`src/rtl/vid_pkg.sv`:
```
// Shared video-pipeline definitions: raster defaults, coordinate types and
// the bounding-box accumulator record with its merge helper.
package vid_pkg;

  localparam int DEF_H_ACTIVE = 640;
  localparam int DEF_H_TOTAL  = 800;
  localparam int DEF_V_ACTIVE = 480;
  localparam int DEF_V_TOTAL  = 525;

  typedef logic [9:0]  coord_t;
  typedef logic [18:0] count_t;

  typedef enum logic [1:0] {
    IDLE   = 2'd0,
    ACCUM  = 2'd1,
    REPORT = 2'd2,
    WAIT   = 2'd3
  } bbox_state_t;

  typedef struct packed {
    coord_t xmin;
    coord_t xmax;
    coord_t ymin;
    coord_t ymax;
    count_t count;
  } bbox_acc_t;

  // Empty box: min edges at the top of the range so the first hit replaces them.
  localparam bbox_acc_t ACC_INIT = '{xmin: '1, xmax: '0, ymin: '1, ymax: '0, count: '0};

  function automatic bbox_acc_t acc_merge(input bbox_acc_t a, input coord_t h,
                                          input coord_t v);
    bbox_acc_t r;
    r = a;
    if (h < r.xmin) r.xmin = h;
    if (h > r.xmax) r.xmax = h;
    if (v < r.ymin) r.ymin = v;
    if (v > r.ymax) r.ymax = v;
    if (r.count != '1) r.count = r.count + count_t'(1);
    return r;
  endfunction

endpackage

```
`src/rtl/pixel_counter.sv`:
```
// Raster position tracker: h/v counters advanced by the pixel enable, with
// synchronous Frame_start realignment and start-of-frame detection.
module pixel_counter
  import vid_pkg::*;
#(
  parameter int H_ACTIVE = DEF_H_ACTIVE,
  parameter int H_TOTAL  = DEF_H_TOTAL,
  parameter int V_ACTIVE = DEF_V_ACTIVE,
  parameter int V_TOTAL  = DEF_V_TOTAL
) (
  input  logic   CLK,
  input  logic   RST,
  input  logic   Value,
  input  logic   Frame_start,
  output coord_t h,
  output coord_t v,
  output logic   active,
  output logic   last_active,
  output logic   sof
);

  coord_t hcount;
  coord_t vcount;
  logic   armed;
  logic   line_end;
  logic   frame_end;

  // Position of the pixel presented this cycle; Frame_start forces it to the origin.
  assign h = Frame_start ? '0 : hcount;
  assign v = Frame_start ? '0 : vcount;

  assign line_end    = (h == coord_t'(H_TOTAL - 1));
  assign frame_end   = line_end && (v == coord_t'(V_TOTAL - 1));
  assign active      = (h < coord_t'(H_ACTIVE)) && (v < coord_t'(V_ACTIVE));
  assign last_active = (h == coord_t'(H_ACTIVE - 1)) && (v == coord_t'(V_ACTIVE - 1));

  // armed marks an origin reached by a wrap or an idle Frame_start, not by reset.
  assign sof = Value && (Frame_start || armed);

  // NOTE: state registers use non-blocking assignments so every flop samples pre-edge values.
  always_ff @(posedge CLK or negedge RST) begin
    if (!RST) begin
      hcount <= '0;
      vcount <= '0;
      armed  <= 1'b0;
    end else if (Value) begin
      hcount <= line_end ? '0 : h + coord_t'(1);
      if (line_end) vcount <= frame_end ? '0 : v + coord_t'(1);
      else          vcount <= v;
      armed  <= frame_end;
    end else if (Frame_start) begin
      hcount <= '0;
      vcount <= '0;
      armed  <= 1'b1;
    end
  end

endmodule

```
`src/rtl/mask_bbox.sv`:
```
// Per-frame bounding box and set-pixel count of a 1-bit mask stream, published
// with a one-cycle Frame_done pulse after the last active pixel.
module mask_bbox
  import vid_pkg::*;
#(
  parameter int H_ACTIVE   = DEF_H_ACTIVE,
  parameter int H_TOTAL    = DEF_H_TOTAL,
  parameter int V_ACTIVE   = DEF_V_ACTIVE,
  parameter int V_TOTAL    = DEF_V_TOTAL,
  parameter int MIN_PIXELS = 16
) (
  input  logic   CLK,
  input  logic   RST,
  input  logic   Value,
  input  logic   Data_in,
  input  logic   Frame_start,
  output coord_t Box_xmin,
  output coord_t Box_xmax,
  output coord_t Box_ymin,
  output coord_t Box_ymax,
  output count_t Pix_count,
  output logic   Box_valid,
  output logic   Frame_done
);

  coord_t      h;
  coord_t      v;
  logic        active;
  logic        last_active;
  logic        sof;
  bbox_state_t state;
  bbox_state_t state_nxt;
  bbox_acc_t   acc;
  bbox_acc_t   acc_nxt;
  logic        collect;
  logic        report;
  logic        valid_nxt;

  pixel_counter #(
    .H_ACTIVE(H_ACTIVE),
    .H_TOTAL (H_TOTAL),
    .V_ACTIVE(V_ACTIVE),
    .V_TOTAL (V_TOTAL)
  ) u_pixel_counter (
    .CLK        (CLK),
    .RST        (RST),
    .Value      (Value),
    .Frame_start(Frame_start),
    .h          (h),
    .v          (v),
    .active     (active),
    .last_active(last_active),
    .sof        (sof)
  );

  // NOTE: every always_comb output gets a default first so no latch can be inferred.
  always_comb begin
    collect   = sof || (Value && (state == ACCUM));
    acc_nxt   = sof ? ACC_INIT : acc;
    if (collect && active && Data_in) acc_nxt = acc_merge(acc_nxt, h, v);
    report    = collect && last_active;
    valid_nxt = (acc_nxt.count >= count_t'(MIN_PIXELS));

    // A start of frame anywhere (including mid-ACCUM) discards the running box.
    state_nxt = state;
    if (report)                state_nxt = REPORT;
    else if (sof)              state_nxt = ACCUM;
    else if (state == REPORT)  state_nxt = WAIT;
  end

  // NOTE: accumulators are plain flops, so they take the reset value like any other state.
  always_ff @(posedge CLK or negedge RST) begin
    if (!RST) begin
      state <= IDLE;
      acc   <= ACC_INIT;
    end else begin
      state <= state_nxt;
      if (collect) acc <= acc_nxt;
    end
  end

  // Results include the last pixel's own contribution, hence taken from acc_nxt.
  always_ff @(posedge CLK or negedge RST) begin
    if (!RST) begin
      Box_xmin   <= '0;
      Box_xmax   <= '0;
      Box_ymin   <= '0;
      Box_ymax   <= '0;
      Pix_count  <= '0;
      Box_valid  <= 1'b0;
      Frame_done <= 1'b0;
    end else begin
      Frame_done <= report;
      if (report) begin
        Box_xmin  <= valid_nxt ? acc_nxt.xmin : '0;
        Box_xmax  <= valid_nxt ? acc_nxt.xmax : '0;
        Box_ymin  <= valid_nxt ? acc_nxt.ymin : '0;
        Box_ymax  <= valid_nxt ? acc_nxt.ymax : '0;
        Pix_count <= acc_nxt.count;
        Box_valid <= valid_nxt;
      end
    end
  end

endmodule

```
`config.mk`:
```
export PLATFORM = sky130hd
export DESIGN_NAME = mask_bbox
export DESIGN_NICKNAME = d
export VERILOG_FILES = /design/src/rtl/vid_pkg.sv /design/src/rtl/pixel_counter.sv /design/src/rtl/mask_bbox.sv
export SDC_FILE = /design/constraint.sdc
export NUM_CORES = 1
export LEC_CHECK = 0
export ABC_AREA = 0
export CELL_PAD_IN_SITES_DETAIL_PLACEMENT = 1
export CELL_PAD_IN_SITES_GLOBAL_PLACEMENT = 1
export CORE_UTILIZATION = 47
export CTS_CLUSTER_SIZE = 12
export DETAILED_ROUTE_END_ITERATION = 10
export HOLD_SLACK_MARGIN = 0.02
export PLACE_DENSITY_LB_ADDON = 0.08
export SLEW_MARGIN = 25
export SYNTH_ARGS = -nofsm -noshare
export SYNTH_HDL_FRONTEND = slang
export SYNTH_HIERARCHICAL = 1
export SYNTH_SLANG_ARGS = --single-unit
```
`constraint.sdc`:
```
create_clock -name CLK -period 8.78 [get_ports CLK]
set_input_delay 1.756 -clock CLK [delete_from_list [all_inputs] [get_ports CLK]]
set_output_delay 1.756 -clock CLK [all_outputs]
set_load 0.1 [all_outputs]
```
==> results of run 1 <==
## per-stage QoR
step / cells / worst slack (ns) / power, mW / hold WS (ns) / cell area [sq um]
after floorplan: 778 / 2.99 / 0.771 / 0.479 / 7630
after global placement: 1031 / 2.55 / 0.805 / 0.458 / 8470
after detailed placement: 1031 / 2.35 / 0.812 / 0.461 / 8470
after CTS: 1063 / 2.71 / 1.57 / 0.476 / 9080
after global routing: 1063 / 2.69 / 1.60 / 0.500 / 9090
final: 1063 / 2.92 / 1.55 / 0.473 / 9090
## final timing paths
| path | start | end | slack [ns] | cells after the start |
|---|---|---|---|---|
| max | Value | Box_ymin[1]$_DFFE_PN0P_ | 2.92 | 14 |
| min | Pix_count[12]$_DFFE_PN0P_ | Pix_count[12]$_DFFE_PN0P_ | 0.47 | 2 |
| max reg2reg | u_pixel_counter/armed$_DFFE_PN0P_ | Box_ymin[1]$_DFFE_PN0P_ | 4.67 | 14 |
| min reg2reg | Pix_count[12]$_DFFE_PN0P_ | Pix_count[12]$_DFFE_PN0P_ | 0.47 | 2 |
| max in group asynchronous | RST | Pix_count[3]$_DFFE_PN0P_ | 6.25 | 2 |
| min in group asynchronous | RST | u_pixel_counter/hcount[4]$_DFF_PN0_ | 1.39 | 1 |
## worst min-delay path: cells and delay by family (launching register included)
family	cells	cell delay [ns]
flops	1	0.34
simple gates	2	0.11
## metal layers
| layer | GRT usage (%) | up-vias | routed length (microns) |
|---|---|---|---|
| met1 | 32.9 | 2971 | 9090 |
| met3 | 4.38 | 41 | 481 |
| met5 | 0 | - | 0 |
| li1 | - | 2795 | - |
| met2 | 44.7 | 98 | 9950 |
| met4 | 10.7 | 0 | 563 |
## placed cells by master (no fill, tap or decap), types with 4 or more instances in the layout
cell type,n
inv_1,35
nor3_1,8
nand4_1,8
ha_1,40
xnor2_1,15
o211a_1,20
dfrtp_1,123
dfstp_2,20
a21oi_1,31
nand3_1,19
and4_1,4
mux2_2,7
xor2_1,10
nand2b_1,44
a21o_1,6
and3_1,6
o21ai_0,21
clkdlybuf4s50_1,64
mux2i_1,32
clkbuf_16,17
and2b_1,5
nor2_1,55
o21a_1,4
nor2b_1,25
nor4_1,5
buf_4,9
a211oi_1,8
nand2_1,128
## power groups by stage
stage               registers, mW  clock network [mW]  logic (mW)
detailed placement          0.707                   0       0.105
finish                      0.696               0.752       0.104
CTS                         0.696               0.766       0.106
global placement            0.706                   0      0.0987
global route                0.698               0.789       0.117
floorplan                   0.704                   0      0.0666
## flip-flops by register name, summed over array words and instances (netlist names)
register and cells:
acc 59, Pix_count 19, Box_xmax 10, Box_xmin 10
Box_ymax 10, Box_ymin 10, u_pixel_counter/hcount 10, u_pixel_counter/vcount 10
state 2, Box_valid 1, Frame_done 1, u_pixel_counter/armed 1
## logic make-up (layout without fill, tap and decap cells)
group,after synthesis,in the layout,synth area share [%]
buffers and inverters,72,141,3.97
AND/OR/NAND/NOR,336,336,22.5
AO/OA/AOI/OAI,122,122,11.5
multiplexers,40,40,5.38
XOR/XNOR,25,25,2.87
adder cells (fa/ha/maj),40,40,6.56
flip-flops,143,143,47.2
## layout make-up
class                   instances  area (sq um)
repair buffers                 74           719
fillers                      1775          6790
well taps                     216           270
clock buffers                  20           457
flip-flops and latches        143          3600
clock inverters                12           158
inverters                      35           131
multi-input cells             563          3750
==> flow_metrics.tcl, run 1 <==
set metrics [dict create \
    status "completed" \
    ctsHoldBuffers 0 \
    core_area_sq_um 15900 \
    synth_seq_area_share_pct 47.2 \
    yosysWarnings 6 \
    finalMaxSlewViolations 0 \
    antenna_cells 0 \
    ys.flop_type "dfrtp_1" \
    leakagePower_nw 4.44 \
    power_frac_comb_pct 6.7 \
    grt_pass1_vias 6501 \
    initial_core_util_pct 48.0 \
    synthArstFlopShare_pct 100 \
    hold_viol_final 0 \
    yosysTopAreaCell "dfrtp_1" \
    cts_made_buffers 17 \
    htreeDepth 4 \
    chipWidth_microns 129 \
    syn2layout_area_growth_pct 19.2 \
    rsz0062_at_grt "no" \
    grt_max_degree 95 \
    drt-total-wl_microns 20100 \
    pwr-share-seq_pct 44.8 \
    overflow 0 \
    vias 5905 \
    sw_frac_of_total_pct 23.5 \
    switchingPower_uw 365 \
    power_frac_clock_pct 48.4 \
    clock-sinks 143 \
    yosysMostFrequentCell "nand2_1" \
    finClkSkew_ns 0.00666 \
    insertion_delay_ns 0.43 \
    p_int_mw 1.19 \
    max-slew-margin-rel_pct 33.9 \
    post_cts.repair.setup_buffers 0 \
    drtAntennaViolNets 0 \
    drive_gt1_share_pct 10.2 \
    yosys-top-cells-area "dfrtp_1 (40%), dfstp_2 (6.9%), ha_1 (6.6%)" \
    synth.top_cells.by_count "nand2_1 (128), dfrtp_1 (123), nor2_1 (55)" \
    setup-violations-final 0 \
    period_share_pct 66.7 \
    cpPeakStageDelay_ns 0.82 \
    std_cell_rows 46 \
    ctsLongestPathBuffers 2 \
    drt_pass1_iterations 4 \
    path_class "in2reg" \
    die_area_sq_um 16700 \
    worstSetupStartpointType "input pin" \
    via_per_inst 5.56 \
    endpoint_kind "flop" \
    ys_ff_latch 143 \
    drv_cap 0 \
    grt_first_pass_wirelength_microns 33500 \
    power_density_nw_per_um2 171 \
    final_nets 879 \
    dp_hpwl_microns 14000 \
    die_h_microns 129 \
    yosys.area.top_type_share_pct 40.4 \
    min_period_ns 5.86 \
    synth_area_sq_um 7630 \
    cp.required_ns 9.09 \
    synth_cells 778 \
    postSynthNetCount 823 \
    io_pins 66 \
    synth_cell_types 67 \
    path_buf_inv 3 \
    antenna_found_initial 0 \
    port_buffers 65 \
    fmax_mhz 171 \
    crit_family "simple AND/OR/NAND/NOR gates" \
    track_usage_pct 26.1 \
    worstPathCellList "clkdlybuf4s50_1 -> nor2b_4 -> nand2b_1 -> inv_1 -> ha_1 -> nand4b_1 -> nor2_1 -> a21oi_2 -> and4_1 -> a21oi_1 -> a2111o_1 -> nor4_4 -> buf_4 -> a21oi_1" \
    cts_tree "built" \
    place_congestion 0.871 \
    crit_path_max_fanout 21 \
    drc 0 \
    tightest_slew_ns 0.988 \
    avgRoutedWirePerCell_microns 18.9 \
    cts-root-buf "clkbuf_16" \
    cts.repair.resized 0 \
    cpMostUsedCell "a21oi_1" \
    arrival_ns 6.16 \
    ir_drop_mv 0.150 \
    cpMaxStageDelayCell "clkdlybuf4s50_1" \
    hold_class "reg2reg" \
    synth_edf_count 0 \
    final_util_pct 57.2 \
    fin_tns_setup_ns 0 \
    clkSlewWorstSetupHoldPaths_ns 0.06 \
    drt-initial-drc-count 220 \
    syn_area_per_cell_sq_um 9.80 \
]
Note: power is estimated with default switching activity, not from simulation.
==> run 2, diff against run 1 <==
Settings changed: CORE_UTILIZATION 47 to 46.
Clock period 8.78 ns to 6.1 ns, I/O delays scaled along.
==> run 2 against run 1 <==
Compared with the run above: global-route usage decreased by 0.47 points; first-iteration DRC count decreased by 1.4%; final cell count increased by 0.85%; sequential share of layout area increased by 0.21 points; core utilization decreased by 0.92 points; via count increased by 0.69%; die area increased by 2.1%; cell area decreased by 0.54%; register-to-register slack got worse by 2.4 ns; count of clock-buffer cells in the layout increased by 4.
==> flow_metrics.tcl, run 2 (synthesis results as in run 1) <==
set metrics [dict create \
    status "completed" \
    endpoint_kind "flop" \
    cpMaxStageDelayCell "or4_4" \
    crit_path_max_fanout 29 \
    mostFrequentLayoutCells "nand2_1 (128), dfrtp_1 (123), clkdlybuf4s50_1 (64), nor2_1 (55), nand2b_1 (44)" \
    drv_cap 0 \
    setup-violations-final 0 \
    cts_tree "built" \
    fin_tns_setup_ns 0 \
    clock-sinks 143 \
    clkSlewWorstSetupHoldPaths_ns 0.06 \
    cts.repair.resized 0 \
    p_int_mw 1.57 \
    worstPathCellList "clkdlybuf4s50_1 -> buf_4 -> nor2b_4 -> buf_4 -> nand2b_1 -> nor2_1 -> a2111oi_4 -> mux2_1 -> nand3_1 -> a2111o_1 -> or4_4 -> o211a_1" \
    drive_gt1_share_pct 10.5 \
    grt_pass1_vias 6541 \
    setup_ws_ns 1.13 \
    sw_frac_of_total_pct 24.5 \
    ctsLongestPathBuffers 2 \
    cpMostUsedCell "buf_4" \
    leakagePower_nw 4.43 \
    track_usage_pct 25.7 \
    ctsHoldBuffers 0 \
    grt_max_degree 95 \
    arrival_ns 5.28 \
    antenna_found_initial 0 \
    period_share_pct 81.5 \
    die_area_sq_um 17100 \
    io_pins 66 \
    min_period_ns 4.97 \
    ir_drop_mv 0.207 \
    drt-total-wl_microns 20200 \
    vias 5946 \
    final_common_cell "nand2_1" \
    core_area_sq_um 16100 \
    pwr-share-seq_pct 48.2 \
    crit_family "simple AND/OR/NAND/NOR gates" \
    port_buffers 65 \
    cts-root-buf "clkbuf_16" \
    hold_class "reg2reg" \
    final_nets 888 \
    pre_cts_ws_ns 0.717 \
    drt-initial-drc-count 217 \
    die_h_microns 131 \
    rsz0062_at_grt "no" \
    switchingPower_uw 510 \
    place_congestion 0.873 \
    post_cts.repair.setup_buffers 0 \
    finClkSkew_ns 0.00918 \
    path_class "in2reg" \
    cpPeakStageDelay_ns 0.69 \
    path_buf_inv 3 \
    max-slew-margin-rel_pct 33.7 \
    tightest_slew_ns 0.991 \
    insertion_delay_ns 0.42 \
    antenna_cells 0 \
    regMostFlops "acc" \
    power_frac_clock_pct 44.3 \
    via_per_inst 5.55 \
    cp.required_ns 6.40 \
    overflow 0 \
    grt_first_pass_wirelength_microns 33500 \
    chipWidth_microns 131 \
    initial_core_util_pct 47.5 \
    dp_hpwl_microns 14100 \
    avgRoutedWirePerCell_microns 18.9 \
    syn2layout_area_growth_pct 18.6 \
    largest_reg_flops 59 \
    htreeDepth 4 \
    drt_pass1_iterations 4 \
    fillers 1798 \
    power_frac_comb_pct 7.6 \
    drc 0 \
    std_cell_rows 46 \
    cts_made_buffers 17 \
    fmax_mhz 201 \
    reg.largest.list "acc: 59 flops, Pix_count: 19 flops" \
    finalMaxSlewViolations 0 \
    worstSetupStartpointType "input pin" \
    power_density_nw_per_um2 230 \
    drtAntennaViolNets 0 \
    hold_viol_final 0 \
]
-- run 2: cell types whose count changed in the layout (fill, tap and decap cells not counted) --
cell / delta
buf_4: +9
inv_6: -3
clkinvlp_4: +2
clkinv_2: +3
clkinv_4: -3
clkbuf_8: -1
clkbuf_1: +5
bufinv_16: -3
nor4_2: +1
nor4_4: -1
-- run 2: per-stage QoR --
step                total power, mW  cell area, sq um  hold slack [ns]  utilization [%]  cells
detailed placement             1.17              8540            0.461             53.2   1040
CTS                            2.09              9040            0.485             56.3   1072
global placement               1.16              8540            0.457             53.2   1040
finish                         2.08              9040            0.482             56.3   1072
global route                   2.15              9040            0.507             56.3   1072
floorplan                      1.11              7630            0.479                -    778
-- run 2: worst paths after layout --
kind                       slack, ns                         startpoint  depth (start not counted)                                  end
setup reg to reg                2.25  u_pixel_counter/armed$_DFFE_PN0P_                         11              Box_xmax[1]$_DFFE_PN0P_
min in group asynchronous       0.89                                RST                          1                  acc[45]$_DFFE_PN0N_
max in group asynchronous       3.97                                RST                          2  u_pixel_counter/vcount[8]$_DFF_PN0_
setup / recovery                1.13                              Value                         12              Box_xmax[1]$_DFFE_PN0P_
hold / removal                  0.48          Pix_count[16]$_DFFE_PN0P_                          2            Pix_count[16]$_DFFE_PN0P_
hold reg to reg                 0.48          Pix_count[16]$_DFFE_PN0P_                          2            Pix_count[16]$_DFFE_PN0P_
-- run 2: power groups by stage --
stage,Combinational [mW],Sequential (mW),Clock (mW)
2_1_floorplan,0.0958,1.01,0
3_3_place_gp,0.147,1.02,0
3_5_place_dp,0.156,1.02,0
4_1_cts,0.159,1.00,0.933
5_1_grt,0.175,1.00,0.974
6_report,0.157,1.00,0.920
-- run 2: cell type report --
type                       instances  area, sq um  area share, %
inverter                          35          131           1.45
clock inverter                     8         45.0          0.498
tap                              216          270           2.99
timing repair buffer              83          787           8.70
sequential                       143         3600           39.8
clock buffer                      24          462           5.10
multi-input combinational        563         3750           41.4
-- run 2: routing by layer --
layer	routed length, microns	share of wire (%)	up-vias	GRT usage (%)
met5	0	0	-	0
met4	472	2.3	0	10.3
met3	573	2.8	40	4.07
met2	10200	51	100	44.5
met1	8940	44	3003	32.0
li1	-	-	2803	-
-- run 2: worst reg2reg max path, cell delays in order (launching register included) --
cell	delay (ns)
dfrtp_1	0.32
nor2_1	0.07
nor2b_4	0.60
buf_4	0.41
nand2b_1	0.19
nor2_1	0.13
a2111oi_4	0.52
mux2_1	0.23
nand3_1	0.07
a2111o_1	0.32
or4_4	0.69
o211a_1	0.20
==> run 3, diff against run 2 <==
Settings changed: CORE_UTILIZATION 46 to 41.
Clock period 6.1 ns to 4.39 ns, I/O delays scaled along.
==> run 3 against run 2 <==
Compared with the run above: the flow now finishes with violations (design-rule violations); global-route usage shrank 2.5 points; combinational power grew 45%; register-to-register slack got worse by 1.4 ns; critical path depth up 3; die area increased by 12%; sequential power is 39% higher; worst hold slack lost 0.0054 ns; clock power up 64%; non-clock buffer count rose by 35; core utilization down 4.1 points; critical path type unchanged.
==> flow_metrics.tcl, run 3 (synthesis results as in run 1) <==
set metrics [dict create \
    status "complete, but fails checks" \
    violations "design-rule violations" \
    htreeDepth 4 \
    fillers 2012 \
    final_nets 923 \
    ctsLongestPathBuffers 2 \
    tightest_slew_ns 0.981 \
    worstSetupEndpoint "Box_xmax[3]$_DFFE_PN0P_" \
    antenna_cells 0 \
    rr_worst_depth 15 \
    final_util_pct 52.2 \
    power_frac_comb_pct 7.2 \
    port_buffers 65 \
    reg2reg_slack_ns 0.83 \
    seq_area_sq_um 3600 \
    syn2layout_area_growth_pct 23.8 \
    drc 4 \
    place_congestion 0.870 \
    drive_gt1_share_pct 14.7 \
    drt_pass1_iterations 7 \
    grt_pass1_vias 6607 \
    via_per_inst 5.35 \
    cp.required_ns 4.71 \
    finClkSkew_ns 0.0133 \
    finalMaxSlewViolations 0 \
    rsz0062_at_grt "no" \
    antenna_found_initial 0 \
    die_area_sq_um 19200 \
    cts_made_buffers 17 \
    track_usage_pct 23.2 \
    die_h_microns 138 \
    chipWidth_microns 138 \
    power_frac_clock_pct 48.3 \
    crit_path_max_fanout 20 \
    setup-violations-final 0 \
    min_period_ns 4.10 \
    fmax_mhz 244 \
    sw_frac_of_total_pct 24.6 \
    leakagePower_nw 4.65 \
    reg.largest.list "acc: 59 flops, Pix_count: 19 flops" \
    grt_max_degree 90 \
    core_area_sq_um 18100 \
    timing.rr.start "u_pixel_counter/armed$_DFFE_PN0P_" \
    clock-sinks 143 \
    pwr-share-seq_pct 44.4 \
    drv_cap 0 \
    avgRoutedWirePerCell_microns 18.7 \
    clkSlewWorstSetupHoldPaths_ns 0.07 \
    cp-startpoint "Value" \
    insertion_delay_ns 0.44 \
    vias 5995 \
    worstSetupStartpointType "input pin" \
    regMostFlops "acc" \
    cts-root-buf "clkbuf_16" \
    drtAntennaViolNets 0 \
    period_share_pct 93.3 \
    mostFrequentLayoutCells "nand2_1 (128), dfrtp_1 (123), clkdlybuf4s50_1 (64), nor2_1 (55), buf_4 (53)" \
    std_cell_rows 49 \
    arrival_ns 4.42 \
    initial_core_util_pct 42.2 \
    p_int_mw 2.36 \
    drt-total-wl_microns 20900 \
    hold_viol_final 0 \
    multiInputGateArea_sq_um 3760 \
    cts.repair.resized 0 \
    cts_tree "built" \
    grt_first_pass_wirelength_microns 34800 \
    endpoint_kind "flop" \
    drt-initial-drc-count 302 \
    overflow 0 \
    final_common_cell "nand2_1" \
    total_power_mw 3.13 \
    largest_reg_flops 59 \
    ir_drop_mv 0.227 \
    io_pins 66 \
    switchingPower_uw 771 \
    reg2reg_to "Box_xmax[3]$_DFFE_PN0P_" \
    hold_class "reg2reg" \
    path_class "in2reg" \
    power_density_nw_per_um2 332 \
    max-slew-margin-rel_pct 34.4 \
    dp_hpwl_microns 15100 \
]
## run 3: what timing repair did
action | CTS | global route
hold buffers | 0 | 0
hold endpoints to repair | 0 | 0
setup endpoints to repair | 0 | 15
buffers inserted | 0 | 1
## run 3: how the worst min path moves through the flow
| stage | startpoint | endpoint | slack [ns] | depth (start not counted) |
|---|---|---|---|---|
| 6_report | Pix_count[4]$_DFFE_PN0P_ | Pix_count[4]$_DFFE_PN0P_ | 0.48 | 2 |
| 5_1_grt | Pix_count[4]$_DFFE_PN0P_ | Pix_count[4]$_DFFE_PN0P_ | 0.50 | 2 |
| 3_5_place_dp | Pix_count[12]$_DFFE_PN0P_ | Pix_count[12]$_DFFE_PN0P_ | 0.47 | 2 |
| 3_3_place_gp | Pix_count[5]$_DFFE_PN0P_ | Pix_count[5]$_DFFE_PN0P_ | 0.46 | 2 |
| 2_1_floorplan | state[0]$_DFFE_PN0P_ | state[0]$_DFFE_PN0P_ | 0.48 | 2 |
| 4_1_cts | Pix_count[12]$_DFFE_PN0P_ | Pix_count[12]$_DFFE_PN0P_ | 0.49 | 2 |
## run 3: area by class of cell
class,count,area share (%)
multi-input combinational,563,39.8
sequential,143,38.2
timing repair buffer,118,11.1
clock buffer,18,4.55
tap,229,3.03
clock inverter,14,1.92
inverter,35,1.39
## run 3: critical path, stage by stage
cell	delay [ns]
clkdlybuf4s50_1	0.58
nor2b_4	0.22
buf_4	0.15
nand2b_1	0.14
inv_1	0.07
ha_1	0.21
nand2_1	0.08
nor2_1	0.10
a2111oi_4	0.37
buf_4	0.20
nand3_1	0.11
mux2i_1	0.26
nand2_1	0.15
or4_4	0.66
o211a_1	0.21
## run 3: power groups by stage
stage / Sequential, mW / Combinational, mW / Clock, mW
floorplan: 1.41 / 0.136 / 0
global placement: 1.41 / 0.217 / 0
detailed placement: 1.41 / 0.230 / 0
CTS: 1.39 / 0.232 / 1.54
global route: 1.40 / 0.256 / 1.60
finish: 1.39 / 0.227 / 1.51
## run 3: through the flow
stage / cell area [sq um] / cells / setup TNS [ns] / setup slack, ns / hold slack [ns]
after floorplan: 7660 / 778 / 0 / 0.0205 / 0.479
after global placement: 8820 / 1087 / -6.66 / -0.213 / 0.458
after detailed placement: 8820 / 1087 / -10.30 / -0.321 / 0.470
after CTS: 9430 / 1119 / 0 / 0.104 / 0.486
after global routing: 9440 / 1120 / 0 / 0.113 / 0.500
final: 9440 / 1120 / 0 / 0.294 / 0.477
## run 3: per-layer routing
| layer | up-vias | GRT usage [%] | wire (microns) |
|---|---|---|---|
| met1 | 3002 | 29.8 | 9560 |
| met5 | - | 0 | 0 |
| li1 | 2878 | - | - |
| met4 | 0 | 8.04 | 323 |
| met2 | 96 | 39.2 | 10400 |
| met3 | 19 | 4.23 | 597 |
